$ cat src/rtl/pix_src_sched.sv
// pix_src_sched: schedules pixel reads from one of two sources toward a sink.
// A frame starts on i_newframe, which latches the source select and decides
// between RUN (forward strobes to the selected source) and BLANK (fallback only).
// A read issued in cycle t is answered by the source in t+1; o_pixel shows it in t+2.
// Optional build macro: PIX_SRC_SCHED_UNDERFLOW_CNT_EN enables the saturating
// underflow event counter. Without it, o_underflow_cnt is tied to 0.
module pix_src_sched #(
  parameter int                          BITS_PER_COLOR = 8,
  parameter logic [3*BITS_PER_COLOR-1:0] FALLBACK_RGB   = '0
) (
  input  logic                          clk,
  input  logic                          rst,
  input  logic                          i_enable,
  input  logic                          i_newline,
  input  logic                          i_newframe,
  input  logic                          i_sel,
  input  logic                          i_blank,
  input  logic                          i_clr_stat,
  output logic                          o_s0_rd,
  output logic                          o_s1_rd,
  output logic                          o_s0_newline,
  output logic                          o_s1_newline,
  output logic                          o_s0_newframe,
  output logic                          o_s1_newframe,
  input  logic [3*BITS_PER_COLOR-1:0]   i_s0_pixel,
  input  logic [3*BITS_PER_COLOR-1:0]   i_s1_pixel,
  input  logic                          i_s0_valid,
  input  logic                          i_s1_valid,
  output logic [3*BITS_PER_COLOR-1:0]   o_pixel,
  output logic                          o_valid,
  output logic                          o_active_sel,
  output logic [1:0]                    o_state,
  output logic                          o_underflow,
  output logic [15:0]                   o_underflow_cnt
);
  localparam int PW = 3*BITS_PER_COLOR;

  typedef enum logic [1:0] {SYNC = 2'd0, RUN = 2'd1, BLANK = 2'd2} state_t;

  state_t          state_q, state_d;
  logic            sel_q, sel_d;
  logic            rd_pend_q;   // a source read was issued last cycle
  logic            rd_sel_q;    // which source that read went to
  logic            blk_pend_q;  // a BLANK-mode request was taken last cycle
  logic [PW-1:0]   pixel_q;
  logic            valid_q;
  logic            uf_q;
  logic            uf_evt;
  logic            run;

  // Next state and source select; strobes use the post-latch select so the
  // switching i_newframe reaches the newly selected source.
  always_comb begin
    state_d       = state_q;
    sel_d         = sel_q;
    o_s0_rd       = 1'b0;
    o_s1_rd       = 1'b0;
    o_s0_newline  = 1'b0;
    o_s1_newline  = 1'b0;
    o_s0_newframe = 1'b0;
    o_s1_newframe = 1'b0;
    if (i_newframe) begin
      sel_d   = i_sel;
      state_d = i_blank ? BLANK : RUN;
    end
    if (run) begin
      o_s0_rd       = i_enable   & ~sel_d;
      o_s1_rd       = i_enable   &  sel_d;
      o_s0_newline  = i_newline  & ~sel_d;
      o_s1_newline  = i_newline  &  sel_d;
      o_s0_newframe = i_newframe & ~sel_d;
      o_s1_newframe = i_newframe &  sel_d;
    end
  end

  assign run    = (state_q == RUN);
  // Missing data in the response cycle of a read is an underflow.
  assign uf_evt = rd_pend_q & ~(rd_sel_q ? i_s1_valid : i_s0_valid);

  // State, read pipeline and output pixel register.
  always_ff @(posedge clk) begin
    if (rst) begin
      state_q    <= SYNC;
      sel_q      <= 1'b0;
      rd_pend_q  <= 1'b0;
      rd_sel_q   <= 1'b0;
      blk_pend_q <= 1'b0;
      pixel_q    <= FALLBACK_RGB;
      valid_q    <= 1'b0;
    end else begin
      state_q    <= state_d;
      sel_q      <= sel_d;
      rd_pend_q  <= run & i_enable;
      rd_sel_q   <= sel_d;
      blk_pend_q <= (state_q == BLANK) & i_enable;
      valid_q    <= rd_pend_q | blk_pend_q;
      if (rd_pend_q) begin
        if (uf_evt)        pixel_q <= FALLBACK_RGB;
        else if (rd_sel_q) pixel_q <= i_s1_pixel;
        else               pixel_q <= i_s0_pixel;
      end else if (blk_pend_q) begin
        pixel_q <= FALLBACK_RGB;
      end
    end
  end

  // Sticky underflow flag; clear wins over a same-cycle event.
  always_ff @(posedge clk) begin
    if (rst || i_clr_stat) uf_q <= 1'b0;
    else if (uf_evt)       uf_q <= 1'b1;
  end

`ifdef PIX_SRC_SCHED_UNDERFLOW_CNT_EN
  logic [15:0] cnt_q;
  // Saturating event counter; clear wins over increment.
  always_ff @(posedge clk) begin
    if (rst || i_clr_stat)              cnt_q <= '0;
    else if (uf_evt && cnt_q != 16'hFFFF) cnt_q <= cnt_q + 16'd1;
  end
  assign o_underflow_cnt = cnt_q;
`else
  assign o_underflow_cnt = 16'd0;
`endif

  assign o_pixel      = pixel_q;
  assign o_valid      = valid_q;
  assign o_active_sel = sel_q;
  assign o_state      = state_q;
  assign o_underflow  = uf_q;

endmodule

$ cat config.mk
export PLATFORM = sky130hd
export DESIGN_NAME = pix_src_sched
export DESIGN_NICKNAME = d
export VERILOG_FILES = /design/src/rtl/pix_src_sched.sv
export SDC_FILE = /design/constraint.sdc
export NUM_CORES = 1
export LEC_CHECK = 0
export CORE_MARGIN = 2
export CORE_UTILIZATION = 37
export CTS_CLUSTER_DIAMETER = 100
export DETAILED_ROUTE_END_ITERATION = 8
export GPL_ROUTABILITY_DRIVEN = 1
export PLACE_DENSITY = 0.91
export SETUP_SLACK_MARGIN = 0.4
export SYNTH_ARGS = -nofsm -noshare
export SYNTH_HDL_FRONTEND = slang
export SYNTH_SLANG_ARGS = --single-unit
$ cat constraint.sdc
create_clock -name clk -period 2.3 [get_ports clk]
set_clock_uncertainty 0.2 [all_clocks]
set_input_delay 0.46 -clock clk [delete_from_list [all_inputs] [get_ports clk]]
set_output_delay 0.46 -clock clk [all_outputs]
set_load 0.02 [all_outputs]
Yosys cells after proc, flatten, opt, wreduce, memory -nomap -nowiden
Index checks and enable logic that the tools add are counted.
- output and inout bits: 51
- flip-flop bits (word level): 31
- bits of input ports: 58
- bitwise gates (word level): 12
- equal/unequal tests: 2
- reductions and logical operators: 2
- mux-type cells: 13
- operator list (operator ; number):
    24-bit two-way mux ; 4
    1-bit bitwise AND ; 9
    1-bit two-way mux ; 8
    2-bit by 1-bit == test with 1-bit output (second input constant) ; 1
    2-bit == test (second input constant) ; 1
    2-bit two-way mux ; 1
    1-bit NOT ; 2
    2-bit nonzero test ; 1
    1-bit logical OR ; 1
    1-bit OR ; 1

Depth between registers and ports, before layout
- depth after elaboration: 5
- depth in mapped cells: 5
- depth with buffers taken out: 3

Worst setup path before layout
No wires, ideal clock.
- kind: input-to-output
- start point: input i_newframe
- end point: output o_s0_newline
- cell stages on the path: 3
- data arrival time: 1290 ps
- setup slack: 350 ps
- cells stage by stage: clkbuf_1 mux2i_1 and3_1
- longest elaborated chain between the ends: 4
- ends and longest elaborated chain (element ; RTL line ; text):
    start: declaration ; 15 ; input logic i_newframe,
    1-bit two-way mux ; 62 ; if (i_newframe) begin
    1-bit NOT ; 69 ; o_s0_newline = i_newline & ~sel_d;
    1-bit bitwise AND ; 69 ;
    1-bit two-way mux ; 66 ; if (run) begin
    end: declaration ; 21 ; output logic o_s0_newline,
Every way passes these cells.

Worst setup path in the final report
Ends and elaborated chain as after synthesis.

==> run_results.csv <==
group,metric,value,unit
placement,gp_congestion,0.7087,
final_layout,fill_cells,334,
grt,grt_pass1_vias,1392,
final_layout,area_delta_synth_final,70.92,%
timing,finalHoldViolations,0,
grt,track_usage,0.1781,
pwr,vdd_drop_max,0.2664,mV
route,drc,0,
critical_path,reg2reg_depth,4,
placement,placed_cells,295,
synthesis,synth_cell_types,21,
cts,cts-buffers-inserted,5,
cts,cts_buffer_depth,2,
floorplan,die_area,4497,um2
timing,rsz0062_at_grt,"true",
grt,grt_start_max_net_pins,25,
cts,insertion_delay,0.28,ns
critical_path,path_max_fanout,3,
critical_path,end_kind,"primary output",
synthesis,seq_area_frac_synth,0.4218,
pwr,power_density,483.7,nW/um2
cts,cts_tree,"yes",
critical_path,startpoint,"i_newframe",
floorplan,die_y,67.06,um
timing,slew_viol_final,0,
final_layout,drive_gt1_frac,0.1797,
synthesis,netlist_instances,156,
grt,gr-total-overflow,0,
critical_path,path_class,"in -> out",
hold_path,hold_class,"reg -> reg",
synthesis,yosys_warnings,0,
floorplan,pin_count,109,
route,dr.pass1.iters,3,
route,postRouteWirelength,3843,um
floorplan,rows,22,
critical_path,worst_ep_required_time,1.64,ns
final_layout,multi_input_area,748.2,um2
critical_path,r2r_slack,0.55,ns
critical_path,r2r-start,"rd_sel_q$_SDFF_PP0_",
cts,cts_root_buf,"clkbuf_8",
route,drt_iter0_drc,38,
cts,clock_sinks,31,
synthesis,synth_area_per_cell,9.432,um2
synthesis,synth_seq_cells,31,
route,routedWlPerCell,12.64,um
route,vias,1380,
pwr,finalPower,1216,uW
cts,path_clk_slew,0.06,ns
critical_path,worstPathArrival,1.26,ns
placement,dp_hpwl,2960,um
cts,hold_buffers,0,
floorplan,die_w,67.06,um
timing,fmax,0.5211,GHz
critical_path,rr_endpoint,"o_pixel[22]$_SDFFE_PP0P_",
timing,setup_violations,0,
grt,grt_pass1_wl,5940,um
run,cap_violations,0,
timing,fin_crit,1.919,ns
cts,htree_levels,2,
critical_path,cp-start-kind,"primary input",
timing,fin_crit_sh,0.8343,
final_layout,instances_no_fill,304,
final_layout,seqCellArea,623.1,um2
route,routed_via_density,4.539,
critical_path,crit_end,"o_s0_newline",
outcome,status,"finished, final reports clean",
placement,placement.io_buffers,92,
route,drtAntennaViolNets,0,
floorplan,core,3744,um2
pwr,leakagePower,0.001315,uW
final_layout,fin_nets,313,
floorplan,initial_core_util,0.3930,
grt,antenna_found_initial,0,
synthesis,syn-cell-area,1471,um2
final_layout,diodes,0,
-- logic make-up (layout without fill, tap and decap cells) --
kind of cell,count (synthesis),after routing,share of synthesized area
DFF,31,31,0.4218
AOI/OAI and AO/OA,26,26,0.1173
buffers and inverters,26,111,0.1259
and+or+nand+nor,45,45,0.1454
other,1,16,0.002549
muxes,27,27,0.1871
-- metrics by stage --
step	setup slack, ns	util	setup TNS [ns]	hold slack [ns]	area, um2
after floorplan	0.4809	-	0	0.2811	1535
after global placement	-0.3982	0.6417	-1.747	0.2353	2402
after detailed placement	-0.4519	0.6417	-1.975	0.2402	2402
after CTS	0.3776	0.6594	0	0.2497	2469
after global routing	0.3452	0.6718	0	0.2704	2515
final	0.3811	0.6718	0	0.2468	2515
-- routing by layer --
metal | GRT usage | vias to the layer above | share of wire
met2 | 0.3255 | 67 | 0.52
met1 | 0.1801 | 611 | 0.37
li1 | - | 695 | -
met3 | 0.05743 | 7 | 0.096
met4 | 0.08418 | 0 | 0.018
met5 | 0 | - | 0
-- placed cells by master, fill, tap and decap left out, drive strengths merged --
master,netlist,layout
clkdlybuf4s50,0,60
dfxtp,31,31
nand2,27,27
mux2i,26,26
o21ai,24,24
buf,23,18
conb,1,16
dlymetal6s2s,0,16
nor2,11,11
dlygate4sd2,0,7
clkbuf,2,6
clkinv,0,3
and3,3,3
nor2b,1,1
mux2,1,1
nand3b,1,1
nor3,1,1
nor4bb,1,1
inv,1,1
o21a,1,1
a211oi,1,1
-- Yosys cell counts --
master    instances  area [um2]
o21ai_0           4       20.02
nor3_4            1       16.27
and3_1            3       18.77
mux2_4            1       15.01
mux2i_1          26       260.3
nor4bb_1          1       10.01
buf_2             4       20.02
inv_1             1       3.750
o21ai_1          10       50.05
buf_4            16       120.1
nor2_1           11       41.29
buf_6             3       33.78
conb_1            1       3.750
o21a_1            1       7.510
clkbuf_1          2       7.510
nand3b_4          1       20.02
o21ai_2          10       87.58
dfxtp_1          31       620.6
a211oi_1          1       7.510
nand2_1          27       101.4
nor2b_1           1       6.260
-- critical path: stages --
cell     delay [ns]
buf_2          0.12
mux2i_4        0.25
buf_4          0.14
and3_4         0.18
buf_6          0.11
-- timing repair --
action | in CTS | in global routing
buffers inserted | 1 | 0
hold endpoints to repair | 0 | 0
endpoints found under the setup margin | 12 | 19
cloned | 0 | 0
gates resized for setup | 49 | 19
-- sequential cells by signal, summed over array words and instances, names as in the netlist --
name,count
o_pixel,24
o_state,2
blk_pend_q,1
o_underflow,1
o_valid,1
rd_pend_q,1
rd_sel_q,1
-- worst min-delay path by stage --
stage | from | depth (start not counted) | slack [ns] | to
finish | o_pixel[23]$_SDFFE_PP0P_ | 2 | 0.25 | o_pixel[23]$_SDFFE_PP0P_
global route | o_pixel[9]$_SDFFE_PP0P_ | 2 | 0.27 | o_pixel[9]$_SDFFE_PP0P_
CTS | o_pixel[9]$_SDFFE_PP0P_ | 2 | 0.25 | o_pixel[9]$_SDFFE_PP0P_
detailed placement | o_pixel[14]$_SDFFE_PP0P_ | 2 | 0.24 | o_pixel[14]$_SDFFE_PP0P_
global placement | o_pixel[17]$_SDFFE_PP0P_ | 2 | 0.24 | o_pixel[17]$_SDFFE_PP0P_
floorplan | blk_pend_q$_SDFF_PP0_ | 2 | 0.28 | o_valid$_SDFF_PP0_
-- final cells by class --
cell class              count  area share
inverters                   1    0.001493
clock buffers               5     0.02736
repair buffers            102      0.3960
clock inverters             3    0.005970
multi-input cells         114      0.2975
well taps                  48     0.02388
flip-flops and latches     31      0.2478
-- power by group --
group / switching [uW] / internal, uW
clock: 199 / 206
sequential: 7.93 / 548
combinational: 111 / 145
(Power assumes the default switching activity.)
